[config.mk]
export PLATFORM = sky130hd
export DESIGN_NAME = ex_alu_arbiter
export DESIGN_NICKNAME = d
export VERILOG_FILES = /design/src/rtl/ex_alu_arbiter.sv
export SDC_FILE = /design/constraint.sdc
export NUM_CORES = 1
export LEC_CHECK = 0
export CAP_MARGIN = 30
export CORE_ASPECT_RATIO = 1.75
export CORE_MARGIN = 2
export CORE_UTILIZATION = 42
export DETAILED_ROUTE_END_ITERATION = 8
export PLACE_DENSITY = 0.87
export SLEW_MARGIN = 0
export SYNTH_ARGS = -nofsm -noshare
export SYNTH_HDL_FRONTEND = slang
export SYNTH_SLANG_ARGS = --single-unit
[constraint.sdc]
create_clock -name soc_clk -period 2.4 [get_ports soc_clk]
set_input_delay 0.48 -clock soc_clk [delete_from_list [all_inputs] [get_ports soc_clk]]
set_output_delay 0.48 -clock soc_clk [all_outputs]
set_load 0.05 [all_outputs]
[src/rtl/ex_alu_arbiter.sv]
`timescale 1ns/1ps
// Two-requester round-robin arbiter and sequencer for the shared EX-stage ALU.
// Latency: accept at E0, ALU start pulse E0-E1, response the cycle after the first WAIT-state alu_ready (or timeout).
// Backpressure: reqN_ready is combinational, only in IDLE with arb_hold low, one requester at a time; one op in flight.
module ex_alu_arbiter #(
  parameter int TIMEOUT_CYCLES = 8
) (
  input  logic        soc_clk,
  input  logic        EX_reset_n,
  input  logic        arb_hold,
  input  logic        req0_valid,
  output logic        req0_ready,
  input  logic [31:0] req0_dat1,
  input  logic [31:0] req0_dat2,
  input  logic [4:0]  req0_instr,
  input  logic        req1_valid,
  output logic        req1_ready,
  input  logic [31:0] req1_dat1,
  input  logic [31:0] req1_dat2,
  input  logic [4:0]  req1_instr,
  output logic        rsp_valid,
  output logic        rsp_id,
  output logic [31:0] rsp_result,
  output logic [3:0]  rsp_flags,
  output logic        rsp_timeout,
  output logic        busy,
  output logic        alu_dat_ready,
  output logic [31:0] alu_dat1,
  output logic [31:0] alu_dat2,
  output logic [4:0]  alu_instr,
  input  logic        alu_ready,
  input  logic        alu_overflow,
  input  logic        alu_zero,
  input  logic        alu_con_met,
  input  logic        alu_err,
  input  logic [31:0] alu_out
);

  typedef enum logic [1:0] {IDLE, ISSUE, WAIT, DONE} state_t;

  // Timer value on the last WAIT sample before the op is abandoned
  localparam logic [3:0] TMO_LAST = 4'(TIMEOUT_CYCLES - 1);

  state_t     state;
  logic       last_grant;
  logic       grant_id;
  logic [3:0] timer;
  logic       grant0;
  logic       grant1;

  // Round-robin pick: a lone requester wins, a tie goes to the one not served last.
  // Gated by reset so no ready leaks out while the block is held in reset.
  always_comb begin
    grant0 = 1'b0;
    grant1 = 1'b0;
    if (EX_reset_n && state == IDLE && !arb_hold) begin
      if (req0_valid && req1_valid) begin
        grant0 = last_grant;
        grant1 = !last_grant;
      end else begin
        grant0 = req0_valid;
        grant1 = req1_valid;
      end
    end
  end

  assign req0_ready = grant0;
  assign req1_ready = grant1;

  // Sequencer: accept, pulse the ALU start, wait for ready or timeout, then respond
  always_ff @(posedge soc_clk or negedge EX_reset_n) begin
    if (!EX_reset_n) begin
      state         <= IDLE;
      last_grant    <= 1'b1;
      grant_id      <= 1'b0;
      timer         <= 4'd0;
      busy          <= 1'b0;
      alu_dat_ready <= 1'b0;
      alu_dat1      <= 32'd0;
      alu_dat2      <= 32'd0;
      alu_instr     <= 5'd0;
      rsp_valid     <= 1'b0;
      rsp_id        <= 1'b0;
      rsp_result    <= 32'd0;
      rsp_flags     <= 4'd0;
      rsp_timeout   <= 1'b0;
    end else begin
      alu_dat_ready <= 1'b0;
      rsp_valid     <= 1'b0;
      case (state)
        IDLE: begin
          if (grant0 || grant1) begin
            grant_id      <= grant1;
            alu_dat1      <= grant1 ? req1_dat1 : req0_dat1;
            alu_dat2      <= grant1 ? req1_dat2 : req0_dat2;
            alu_instr     <= grant1 ? req1_instr : req0_instr;
            alu_dat_ready <= 1'b1;
            busy          <= 1'b1;
            state         <= ISSUE;
          end
        end
        ISSUE: begin
          // alu_ready is deliberately not looked at while the start pulse is out
          timer <= 4'd0;
          state <= WAIT;
        end
        WAIT: begin
          if (alu_ready) begin
            rsp_result  <= alu_out;
            rsp_flags   <= {alu_err, alu_con_met, alu_zero, alu_overflow};
            rsp_timeout <= 1'b0;
            rsp_id      <= grant_id;
            rsp_valid   <= 1'b1;
            last_grant  <= grant_id;
            state       <= DONE;
          end else if (timer == TMO_LAST) begin
            rsp_result  <= 32'd0;
            rsp_flags   <= 4'b1000;
            rsp_timeout <= 1'b1;
            rsp_id      <= grant_id;
            rsp_valid   <= 1'b1;
            last_grant  <= grant_id;
            state       <= DONE;
          end else begin
            timer <= timer + 4'd1;
          end
        end
        DONE: begin
          // Payload registers keep their value; only the valid pulse ends here
          busy  <= 1'b0;
          state <= IDLE;
        end
        default: state <= IDLE;
      endcase
    end
  end

endmodule

==> metrics.cfg <==
[worst_setup_path]
critPathArrivalTime_ns = 1.67
crit_path_end = req1_ready
reg2reg_from = state[0]
r2r_cells = 7
critPathCaptureType = output port
r2r_slack_ns = 0.63
crit_required_ns = 1.92
critical_path_class = input pin to output port
startpoint = req1_valid
worst-path-max-fanout = 2
critPathLaunchType = input pin
reg2reg_to = alu_dat2[5]

[synth]
synth_edf_count = 0
synthAdderAreaFrac_pct = 1.45
ys_seq_elements = 118
synth-compound-area-share_pct = 14.6
synthXorXnorAreaFrac_pct = 0
synth_warnings = 0
synthCells = 448
synth.most_common_cell = dfrtp_1
synth_top_family_by_area = compound AO/OA/AOI/OAI gates
yosys.area_share.simple_pct = 8.21
synth.distinct_cells = 30
netlist_top_cells_area = dfrtp_1, mux2i_1, a21oi_1
synth_seq_area_share_pct = 57.0
synth_nets = 634
netlist.area_leader.share_pct = 56.5
synthMuxAreaShare_pct = 13.6
ys.flop_type = dfrtp_1
netlist_area_um2 = 5180
yosys-top-cells-count = dfrtp_1, nor2_1, a21oi_1, mux2i_1, a22o_1
synth_top_area_cell = dfrtp_1
avgSynthCellArea_um2 = 11.6
async_reset_ff_share_pct = 100

[placement]
hpwl_mm = 12.5
gp_congestion = 0.876
place_ws_ns = 0.184
numPortBuffers = 291

[drt]
totalWireLength_mm = 16.4
antenna_left = 0
drt-met1-wl_mm = 5.48
num_vias = 4683
wl_met2_mm = 8.87
vias_per_cell = 5.11
drt-initial-drc-count = 187
dr_wl_met3_mm = 1.18
routedWlPerCell_um = 18.0
top_layer = met4
dr.pass1.iters = 4
drc_errors = 0

[cells_and_area]
fillers = 810
nNetsFinal = 924
area_growth_pct = 70.1
drive_above_1_share_pct = 6.92
insertedDiodeCount = 0

[power]
p_leak_nw = 3.79
vdd_ir_drop_max_mv = 1.14
power_density_nw_per_um2 = 1490

[floorplan]
die_w_um = 87.9
dieArea_um2 = 13300
ios = 292
coreArea_um2 = 12000
fp.dieH_um = 151
num_rows = 53
start_util_pct = 43.1

[clock_network]
clk_latency_ns = 0.40
cts_root_buffer = clkbuf_16
cts_buffers = 17
cts_num_sinks = 118
post_cts_buffers = 0
clk_pin_slew_ns = 0.06
clk_path_buf_depth = 2
cts_max_level = 4
holdBufCountCts = 0
cts_tree = yes
post_cts_resized = 0

[status]
status = complete, no violations

[timing]
fmax_ghz = 0.465
hold_viol = 0
period_share_pct = 89.7
setup_viol = 0
setup_slack_ns = 0.248
finClkSkew_ns = 0.00837
report.final.slew_viol_count = 0
period_needed_ns = 2.15
grt_setup_unrepaired = no
finalSetupTns_ns = 0
slew_headroom_pct = 59.3
tightest_slew_ns = 0.611

[global_routing]
antenna_found_initial = 0
track_usage_pct = 24.7
grt_overflow_total = 0
grt_pass1_vias = 5021
grt_max_degree = 119
grt_pass1_wl_mm = 24.9

[flow_run]
maxCapViolations = 0

[min_path]
worstHoldPathType = input pin to async pin

[worst min path at each step]
stage            startpoint           end  slack (ns)  depth (start not counted)
2_1_floorplan    EX_reset_n   alu_dat1[0]        0.18                          0
3_3_place_gp         rsp_id        rsp_id        0.46                          2
3_5_place_dp   rsp_flags[3]  rsp_flags[3]        0.47                          2
4_1_cts          EX_reset_n   alu_dat1[4]        0.24                          2
5_1_grt          EX_reset_n   alu_dat1[6]        0.26                          2
6_report         EX_reset_n   alu_dat1[4]        0.22                          2
[kinds of logic (layout without fill, tap and decap cells)]
family	count (synthesis)	in the layout
AOI/OAI and AO/OA	120	120
DFF	118	118
and+or+nand+nor	95	95
muxes	70	70
buffers and inverters	39	342
adders and majority gates	6	6
[cell type report]
type	count	area (µm²)	share of cell area [%]
multi-input cells	291	1970	22.4
flip-flops and latches	118	2950	33.5
well taps	165	206	2.34
clock inverters	13	133	1.51
clock buffers	19	443	5.03
inverters	8	30.0	0.341
repair buffers	302	3080	34.9
[metal layers]
layer / vias up / global-route usage (%)
met5: - / 0
met4: 0 / 14.2
met3: 65 / 7.14
met2: 240 / 44.8
met1: 2222 / 24.4
li1: 2156 / -
[stage by stage]
step	utilization, %	std cells	area, µm²	power [W]	hold WS [ns]
5_1_grt	73.4	916	8810	0.0137	0.257
3_3_place_gp	68.6	884	8240	0.0105	0.465
3_5_place_dp	68.6	884	8240	0.0108	0.470
4_1_cts	73.4	916	8810	0.0132	0.237
2_1_floorplan	-	448	5180	0.00808	0.184
6_report	73.4	916	8810	0.0131	0.216
[worst max-delay path, cell delays in order]
cell	delay, ns
clkdlybuf4s50_1	0.49
inv_1	0.09
a21oi_4	0.16
inv_1	0.08
nor2_1	0.20
buf_12	0.17
[state kept, by name (all words and copies together) (netlist names)]
register       cells
last_grant         1
busy               1
alu_dat2          32
alu_dat1          32
state              2
rsp_valid          1
timer              4
alu_instr          5
rsp_result        32
alu_dat_ready      1
grant_id           1
rsp_timeout        1
rsp_flags          4
rsp_id             1
[placed cells by master, fill, tap and decap left out, drive strengths merged, types with 2 or more instances in the layout]
| cell | netlist | final |
|---|---|---|
| ha | 6 | 6 |
| dfrtp | 117 | 117 |
| clkinv | 0 | 7 |
| clkdlybuf4s50 | 0 | 288 |
| a21oi | 73 | 73 |
| clkinvlp | 0 | 4 |
| nand3b | 3 | 3 |
| a22o | 35 | 35 |
| inv | 8 | 8 |
| nand2 | 6 | 6 |
| bufinv | 0 | 2 |
| o31ai | 2 | 2 |
| nand2b | 2 | 2 |
| nand3 | 4 | 4 |
| clkbuf | 0 | 19 |
| nor2 | 75 | 75 |
| o21ai | 7 | 7 |
| mux2i | 69 | 69 |
| buf | 31 | 14 |
[power breakdown]
group	total, W	switching, W	internal (W)
logic	0.00721	0.00466	0.00254
clock network	0.00242	0.000877	0.00155
registers	0.00351	0.000566	0.00295
total	0.0131	0.00611	0.00703
(Power assumes the default switching activity.)
